`src/rtl/seg_scroll_driver_if.sv`:
```
// Write port into the scrolling display's message buffer.
// The control side drives it through master, the display driver receives it through slave.
interface seg_scroll_driver_if #(
  parameter int MSG_LEN = 16
);
  logic                       wr_en;
  logic [$clog2(MSG_LEN)-1:0] wr_addr;
  logic [4:0]                 wr_data;

  modport master (output wr_en, wr_addr, wr_data);
  modport slave  (input  wr_en, wr_addr, wr_data);
endinterface

```
`src/rtl/seg_scroll_driver.sv`:
```
// Multiplexed common-anode 7-segment driver showing a DIGITS-wide window of a message
// buffer, with circular or paged scrolling and four-level per-digit PWM brightness.
module seg_scroll_driver #(
  parameter int DIGITS   = 4,
  parameter int MSG_LEN  = 16,
  parameter int SCAN_DIV = 625,
  parameter int STEP_DIV = 25000000
) (
  input  logic                       clk,
  input  logic                       rst_n,
  seg_scroll_driver_if.slave         wr_bus,
  input  logic [$clog2(MSG_LEN):0]   msg_len,
  input  logic                       mode,
  input  logic                       hold,
  input  logic [1:0]                 light,
  output logic [6:0]                 num,
  output logic [DIGITS-1:0]          en,
  output logic                       wrap
);

  localparam int AW  = $clog2(MSG_LEN);
  localparam int DW  = (DIGITS > 1) ? $clog2(DIGITS) : 1;
  localparam int SCW = (SCAN_DIV > 1) ? $clog2(SCAN_DIV) : 1;
  localparam int STW = (STEP_DIV > 1) ? $clog2(STEP_DIV) : 1;
  localparam logic [AW:0] PAGE_STEP = (AW+1)'(DIGITS);

  logic [SCW-1:0]    scan_cnt;
  logic [STW-1:0]    step_cnt;
  logic              scan_tick;
  logic              step_tick;
  logic [4:0]        msg_buf [MSG_LEN];
  logic [AW-1:0]     ptr;
  logic [AW-1:0]     ptr_next;
  logic [AW:0]       ptr_sum;
  logic              len_zero;
  logic              step_update;
  logic [3:0]        sub_cnt;
  logic [DW-1:0]     dig_idx;
  logic [AW:0]       idx_sum;
  logic [AW-1:0]     idx_mod;
  logic [4:0]        cur_char;
  logic [4:0]        duty_lim;
  logic              lit;
  logic [DIGITS-1:0] en_next;

  function automatic logic [6:0] seg_decode(input logic [4:0] c);
    logic [6:0] s;
    if (c[4]) begin
      s = 7'h7F;
    end else begin
      case (c[3:0])
        4'h0: s = 7'h40;
        4'h1: s = 7'h79;
        4'h2: s = 7'h24;
        4'h3: s = 7'h30;
        4'h4: s = 7'h19;
        4'h5: s = 7'h12;
        4'h6: s = 7'h02;
        4'h7: s = 7'h78;
        4'h8: s = 7'h00;
        4'h9: s = 7'h10;
        4'hA: s = 7'h08;
        4'hB: s = 7'h03;
        4'hC: s = 7'h46;
        4'hD: s = 7'h21;
        4'hE: s = 7'h06;
        default: s = 7'h0E;
      endcase
    end
    return s;
  endfunction

  assign scan_tick = (scan_cnt == SCW'(SCAN_DIV - 1));
  assign step_tick = (step_cnt == STW'(STEP_DIV - 1));

  always_ff @(posedge clk or negedge rst_n) begin
    if (!rst_n) begin
      scan_cnt <= '0;
      step_cnt <= '0;
    end else begin
      scan_cnt <= scan_tick ? '0 : scan_cnt + SCW'(1);
      step_cnt <= step_tick ? '0 : step_cnt + STW'(1);
    end
  end

  // Same-cycle reads see the pre-write contents since the read path is combinational.
  always_ff @(posedge clk or negedge rst_n) begin
    if (!rst_n) begin
      for (int i = 0; i < MSG_LEN; i++) msg_buf[i] <= 5'h10;
    end else if (wr_bus.wr_en) begin
      msg_buf[wr_bus.wr_addr] <= wr_bus.wr_data;
    end
  end

  // A pointer left past a shrunken message overflows the compare and returns to 0.
  always_comb begin
    len_zero    = (msg_len == '0);
    step_update = step_tick && !hold;
    ptr_sum     = {1'b0, ptr} + (mode ? PAGE_STEP : (AW+1)'(1));
    ptr_next    = ptr;
    if (len_zero || (ptr_sum >= msg_len)) begin
      ptr_next = '0;
    end else begin
      ptr_next = ptr_sum[AW-1:0];
    end
  end

  always_ff @(posedge clk or negedge rst_n) begin
    if (!rst_n) begin
      ptr  <= '0;
      wrap <= 1'b0;
    end else begin
      wrap <= step_update && !len_zero && (ptr != '0) && (ptr_next == '0);
      if (step_update) ptr <= ptr_next;
    end
  end

  always_comb begin
    idx_sum  = {1'b0, ptr} + (AW+1)'(dig_idx);
    idx_mod  = '0;
    cur_char = 5'h10;
    if (!len_zero) begin
      if (!mode) begin
        idx_mod  = AW'(idx_sum % msg_len);
        cur_char = msg_buf[idx_mod];
      end else if (idx_sum < msg_len) begin
        cur_char = msg_buf[idx_sum[AW-1:0]];
      end
    end
  end

  always_comb begin
    duty_lim = {1'b0, light, 2'b00} + 5'd4;
    lit      = ({1'b0, sub_cnt} < duty_lim);
    en_next  = '1;
    if (lit) en_next[dig_idx] = 1'b0;
  end

  // Each digit owns 16 consecutive sub-ticks; brightness gates the first 4*(light+1) of them.
  always_ff @(posedge clk or negedge rst_n) begin
    if (!rst_n) begin
      sub_cnt <= '0;
      dig_idx <= '0;
      num     <= 7'h7F;
      en      <= '1;
    end else if (scan_tick) begin
      sub_cnt <= sub_cnt + 4'd1;
      if (sub_cnt == 4'hF) begin
        dig_idx <= (dig_idx == DW'(DIGITS - 1)) ? '0 : dig_idx + DW'(1);
      end
      num <= seg_decode(cur_char);
      en  <= en_next;
    end
  end

endmodule

```
`src/flat_wrapper.sv`:
```
// flat-port wrapper written by rule: the top's interface ports become plain ports
module seg_scroll_driver_flat 
#(
  parameter int DIGITS   = 4,
  parameter int MSG_LEN  = 16,
  parameter int SCAN_DIV = 625,
  parameter int STEP_DIV = 25000000
)
  (clk, rst_n, msg_len, mode, hold, light, num, en, wrap, wr_bus_wr_en, wr_bus_wr_addr, wr_bus_wr_data);
  seg_scroll_driver_if #(.MSG_LEN(MSG_LEN)) wr_bus_i ();
  input  logic clk;
  input  logic rst_n;
  input  logic [$clog2(MSG_LEN):0] msg_len;
  input  logic mode;
  input  logic hold;
  input  logic [1:0] light;
  output logic [6:0] num;
  output logic [DIGITS-1:0] en;
  output logic wrap;
  input wire logic [$bits(wr_bus_i.wr_en)-1:0] wr_bus_wr_en;
  input wire logic [$bits(wr_bus_i.wr_addr)-1:0] wr_bus_wr_addr;
  input wire logic [$bits(wr_bus_i.wr_data)-1:0] wr_bus_wr_data;
  assign wr_bus_i.wr_en = wr_bus_wr_en;
  assign wr_bus_i.wr_addr = wr_bus_wr_addr;
  assign wr_bus_i.wr_data = wr_bus_wr_data;
  seg_scroll_driver #(.DIGITS(DIGITS), .MSG_LEN(MSG_LEN), .SCAN_DIV(SCAN_DIV), .STEP_DIV(STEP_DIV)) u_core (.clk(clk), .rst_n(rst_n), .wr_bus(wr_bus_i), .msg_len(msg_len), .mode(mode), .hold(hold), .light(light), .num(num), .en(en), .wrap(wrap));
endmodule
```
`config.mk`:
```
export PLATFORM = sky130hd
export DESIGN_NAME = seg_scroll_driver_flat
export DESIGN_NICKNAME = d
export VERILOG_FILES = /design/src/rtl/seg_scroll_driver_if.sv /design/src/rtl/seg_scroll_driver.sv /design/src/flat_wrapper.sv
export SDC_FILE = /design/constraint.sdc
export NUM_CORES = 1
export LEC_CHECK = 0
export CORE_ASPECT_RATIO = 1.5
export CORE_MARGIN = 2
export CORE_UTILIZATION = 60
export CTS_CLUSTER_SIZE = 25
export DETAILED_ROUTE_END_ITERATION = 7
export PLACE_DENSITY_LB_ADDON = 0.3
export RECOVER_POWER = 50
export SETUP_SLACK_MARGIN = 0.02
export SYNTH_ARGS = -nofsm -noshare
export SYNTH_HDL_FRONTEND = slang
export SYNTH_SLANG_ARGS = --single-unit
export TNS_END_PERCENT = 20
```
`constraint.sdc`:
```
create_clock -name clk -period 13.7 [get_ports clk]
set_clock_uncertainty 0.05 [all_clocks]
set_input_delay 2.055 -clock clk [delete_from_list [all_inputs] [get_ports clk]]
set_output_delay 2.055 -clock clk [all_outputs]
set_load 0.01 [all_outputs]
```
==> results of run 1 <==
==> critical path: cells and delay by family <==
kind,cells,cell delay (ps)
buffers and inverters,2,900
muxes,5,1460
adders and majority gates,4,1350
AOI/OAI and AO/OA,13,3780
and+or+nand+nor,10,1640
==> cell usage after synthesis (all sizes together) (23+ instances only) <==
library cell | count | area (µm²)
mux2i | 33 | 330
nand3 | 25 | 125
dfrtp | 110 | 2750
nor2 | 59 | 224
ha | 45 | 563
mux4 | 25 | 563
dfstp | 27 | 709
xnor2 | 23 | 220
a21oi | 33 | 176
o21ai | 23 | 119
mux2 | 87 | 980
inv | 27 | 101
nand2 | 77 | 292
==> registers in the layout, indices dropped and copies added, names as in the netlist <==
| signal | count |
|---|---|
| u_core.wrap | 1 |
| u_core.num | 7 |
| u_core.scan_cnt | 10 |
| u_core.en | 4 |
| u_core.dig_idx | 2 |
| u_core.ptr | 4 |
| u_core.msg_buf | 80 |
| u_core.step_cnt | 25 |
| u_core.sub_cnt | 4 |
==> metal layers <==
metal,share of wire,global-route usage
met1,0.39,0.337
met2,0.53,0.485
met3,0.046,0.0583
met4,0.035,0.123
met5,0,0
==> power by group through the flow <==
stage	Combinational, mW	Clock, mW	Sequential, mW
2_1_floorplan	0.263	0	0.503
3_3_place_gp	0.318	0	0.516
3_5_place_dp	0.331	0	0.521
4_1_cts	0.336	0.478	0.516
5_1_grt	0.365	0.496	0.524
6_report	0.339	0.474	0.518
==> worst min-delay path by stage <==
stage                       startpoint                  to  slack [ps]
floorplan           u_core.step_cnt[4]  u_core.step_cnt[4]         390
global placement    u_core.step_cnt[4]  u_core.step_cnt[4]         410
detailed placement  u_core.step_cnt[4]  u_core.step_cnt[4]         410
CTS                 u_core.step_cnt[4]  u_core.step_cnt[4]         420
global route        u_core.step_cnt[4]  u_core.step_cnt[4]         450
finish              u_core.step_cnt[4]  u_core.step_cnt[4]         420
==> metrics by stage <==
stage | hold WS (ps) | total power, mW | utilization
final | 421 | 1.33 | 0.680
after global routing | 451 | 1.38 | 0.680
after CTS | 424 | 1.33 | 0.682
after detailed placement | 414 | 0.852 | 0.639
after global placement | 411 | 0.834 | 0.639
after floorplan | 388 | 0.766 | -
==> cell families after synthesis <==
kind of cell / after synthesis / share of synthesized area
xor+xnor: 41 / 0.0429
compound gates: 123 / 0.105
mux: 145 / 0.212
fa+ha+maj: 47 / 0.0684
flops: 137 / 0.393
buf+inv: 60 / 0.0343
simple gates: 256 / 0.144
==> layout make-up <==
type	instances	area, µm²	share of cell area
Inverter	27	101	0.0103
Clock buffer	18	439	0.0447
Tap cell	196	245	0.0249
Clock inverter	14	171	0.0174
Timing Repair Buffer	37	348	0.0354
Sequential cell	137	3460	0.352
Multi-Input combinational cell	612	5060	0.515
==> impl_metrics.ini, run 1 <==
[setup_path]
crit_path_end_kind = flip-flop
path_class = in -> reg
rr_worst_depth = 34
critPathSlowestCell = a221oi_2
crit_path_end = u_core.num[6]
r2r-start = u_core.dig_idx[0]
r2r-end = u_core.num[6]
cp.required_ps = 14010
worst-r2r-setup-slack_ps = 3760
startpoint = msg_len[4]
worstPathMaxFanout = 30
crit_path_max_incr_delay_ps = 840
worstPathArrival_ps = 11240
cp_common_cell = ha_1
startpoint_type = primary input

[synthesis]
syn-cell-area_um2 = 8820
synth_edf_count = 0
ys_ff_latch = 137
synth_fp_nets = 877
yosys_warnings = 0
synthFlopType = dfrtp_1
syn_inst = 809
synth_seq_area_share = 0.393
yosys.cell_types.count = 79
synthArstFlopShare = 1.00
syn_area_per_cell_um2 = 10.9

[pwr]
power.switching_mw = 0.409
power_switching_share = 0.308
cellLeakagePower_nw = 4.27
seqPwrFrac = 0.389
pwr_density_cell_nw_per_um2 = 135
vdd_drop_max_mv = 0.0972
combPwrFrac = 0.255
pwr-share-clk = 0.356
internal-power_mw = 0.922

[finish]
layout.nets = 900
fin_cells = 1041
area_delta_synth_final_pct = 11.5
antenna_cells = 0
layout.cells.most_common = dfrtp_1
fill_cells = 1093
drive_above_1_share = 0.240
final_design_area_no_fill_um2 = 9830
mostFrequentLayoutCells = dfrtp_1 (110), mux2_2 (87), nand2_1 (76)

[sta]
hold_violations = 0
setup_tns_ps = 0
period_share = 0.798
setup_violations = 0
timing.final.crit_period_ps = 10930
slew_headroom = -1.75
fmax_mhz = 91.5
rsz0062_at_grt = false
worst_slew_pin_slew_ps = 4130
drv_slew = 158
fin_ws_ps = 2770

[placement]
place_ws_ps = 2580
port_buffers = 32
dp_hpwl_mm = 14.9
gp_congestion = 0.868
dp_cells = 1009
dpl_cell_area_um2 = 9240

[drt]
viasPerCell = 6.32
postRouteAntennaNets = 0
drt-total-wl_mm = 21.0
detail_route.first_pass.iterations = 5
drt_iter0_markers = 479
vias = 6583
drc = 0
wire_per_inst_um = 20.1

[hold_path]
hold_path_class = reg -> reg
hold_depth = 1

[floorplanning]
io_pins = 33
fp.coreArea_um2 = 14500
rows = 54
die_y_um = 152
die_w_um = 103
dieArea_um2 = 15700
initial_core_util = 0.610

[clock_tree]
clockBufferDepth = 2
htree_levels = 4
cts-root-buf = clkbuf_16
cts_resized = 0
clkTransAtPathRegs_ps = 60
hold_buffers = 0
cts-buffers-inserted = 17
post-cts-setup-buffers = 0
cts.sinks = 137
clock_latency_ps = 430
cts_tree = yes

[global_routing]
grt_use_total = 0.283
antenna_found_initial = 0
grt_pass1_vias = 6996
grt_max_degree = 82
overflow = 0
grt_pass1_wl_mm = 34.5

[status]
violations = max-capacitance violations, max-slew violations
status = finished, violations left

[run]
drv_cap = 3
(Power assumes the default switching activity.)
==> run 2: changes to the inputs <==
--- a/config.mk
+++ b/config.mk
@@ -7,7 +7,7 @@
 export LEC_CHECK = 0
 export CORE_ASPECT_RATIO = 1.5
 export CORE_MARGIN = 2
-export CORE_UTILIZATION = 60
+export CORE_UTILIZATION = 56
 export CTS_CLUSTER_SIZE = 25
 export DETAILED_ROUTE_END_ITERATION = 7
 export PLACE_DENSITY_LB_ADDON = 0.3
==> constraint.sdc (replaced) <==
create_clock -name clk -period 8.77 [get_ports clk]
set_clock_uncertainty 0.05 [all_clocks]
set_input_delay 1.3155 -clock clk [delete_from_list [all_inputs] [get_ports clk]]
set_output_delay 1.3155 -clock clk [all_outputs]
set_load 0.01 [all_outputs]
==> impl_metrics.ini, run 2 (synthesis results as in run 1) <==
[finish]
utilization = 0.658
mostFrequentLayoutCells = dfrtp_1 (110), mux2_2 (87), nand2_1 (74)
top_register = u_core.msg_buf
layout.nets = 951
largest_reg_flops = 80
top_regs = u_core.msg_buf x80, u_core.step_cnt x25, u_core.scan_cnt x10
fill_cells = 1210
final_design_area_no_fill_um2 = 10200
drive_above_1_share = 0.296
antenna_cells = 0
area_delta_synth_final_pct = 16.1
layout.cells.most_common = dfrtp_1
fin_cells = 1099

[hold_path]
hold_depth = 1
holdCritStartpoint = u_core.step_cnt[0]
hold_end = u_core.step_cnt[0]
hold_path_class = reg -> reg

[setup_path]
crit_path_max_incr_delay_ps = 440
cp_common_cell = ha_1
worstPathMaxFanout = 7
crit_path_end_kind = flip-flop
startpoint_type = primary input
r2r-start = u_core.dig_idx[0]
worstPathArrival_ps = 8750
cp.required_ps = 9060
r2r-end = u_core.num[0]
worst-r2r-setup-slack_ps = 480
critPathSlowestCell = clkdlybuf4s50_1
path_class = in -> reg
rr_worst_depth = 37

[drt]
drt-total-wl_mm = 21.5
detail_route.first_pass.iterations = 5
drc = 0
viasPerCell = 6.13
vias = 6737
wire_per_inst_um = 19.6
drt_iter0_markers = 466
postRouteAntennaNets = 0

[placement]
port_buffers = 32
dpl_cell_area_um2 = 9590
dp_hpwl_mm = 15.6
dp_cells = 1059
gp_congestion = 0.928
place_ws_ps = -198

[sta]
rsz0062_at_grt = true
period_share = 0.964
fin_ws_ps = 318
drv_slew = 140
timing.final.crit_period_ps = 8450
setup_tns_ps = 0
fmax_mhz = 118
worst_slew_pin_slew_ps = 3770
slew_headroom = -1.51
hold_violations = 0
setup_violations = 0

[clock_tree]
cts-buffers-inserted = 17
cts.sinks = 137
hold_buffers = 0
htree_levels = 4
cts-root-buf = clkbuf_16
clkTransAtPathRegs_ps = 60
clockBufferDepth = 2
cts_tree = yes
clock_latency_ps = 420

[global_routing]
grt_use_total = 0.269
antenna_found_initial = 0
grt_pass1_vias = 7022
grt_pass1_wl_mm = 35.2
grt_max_degree = 71
overflow = 0

[floorplanning]
fp.coreArea_um2 = 15600
die_w_um = 106
die_y_um = 158
dieArea_um2 = 16800
io_pins = 33
rows = 56
initial_core_util = 0.567

[pwr]
pwr_density_cell_nw_per_um2 = 199
vdd_drop_max_mv = 0.120
cellLeakagePower_nw = 4.47

[status]
status = finished, violations left
violations = max-capacitance violations, max-slew violations

[run]
drv_cap = 2
==> run 2: critical path: cells and delay by family <==
kind | cells | cell delay (ps)
buffers and inverters | 4 | 810
and+or+nand+nor | 10 | 2270
adders and majority gates | 5 | 1290
AOI/OAI and AO/OA | 17 | 2760
muxes | 1 | 290
==> run 2: layout make-up <==
| cell class | instances | area [µm²] | share of cell area |
|---|---|---|---|
| clock buffer | 21 | 440 | 0.0430 |
| clock inverter | 11 | 75.1 | 0.00733 |
| inverter | 27 | 101 | 0.00990 |
| multi-input combinational | 612 | 5150 | 0.503 |
| sequential | 137 | 3460 | 0.338 |
| tap | 203 | 254 | 0.0248 |
| timing repair buffer | 88 | 752 | 0.0735 |
==> run 2: power by group <==
group / internal, mW / leakage, nW / switching [mW]
logic: 0.306 / 2.55 / 0.292
clock network: 0.360 / 0.240 / 0.271
registers: 0.733 / 1.68 / 0.0756
total: 1.40 / 4.47 / 0.639
==> run 2: through the flow <==
step	hold WS [ps]	power, mW
after floorplan	388	1.20
after global placement	410	1.35
after detailed placement	419	1.38
after CTS	440	2.01
after global routing	461	2.13
final	437	2.04
==> run 2: worst max-delay path by stage <==
stage | to | startpoint | slack [ps] | depth (start not counted)
3_5_place_dp | u_core.num[3] | msg_len[3] | -200 | 36
5_1_grt | u_core.num[0] | msg_len[4] | -50 | 34
2_1_floorplan | u_core.num[0] | msg_len[4] | 140 | 39
4_1_cts | u_core.num[3] | msg_len[3] | 210 | 36
3_3_place_gp | u_core.num[6] | msg_len[4] | 50 | 35
6_report | u_core.num[0] | msg_len[4] | 320 | 37
==> run 2: routing by layer <==
metal  global-route usage  vias to the layer above  wire length [µm]
li1                     -                     3117                 -
met1                0.304                     3347              8240
met2                0.484                      208             11500
met3               0.0461                       65               869
met5                    0                        -                 0
met4                0.143                        0               979
==> run 2: repair_timing <==
action	in CTS	in global routing
setup buffers	0	8
gates resized for setup	0	20
endpoints found under the setup margin	0	7
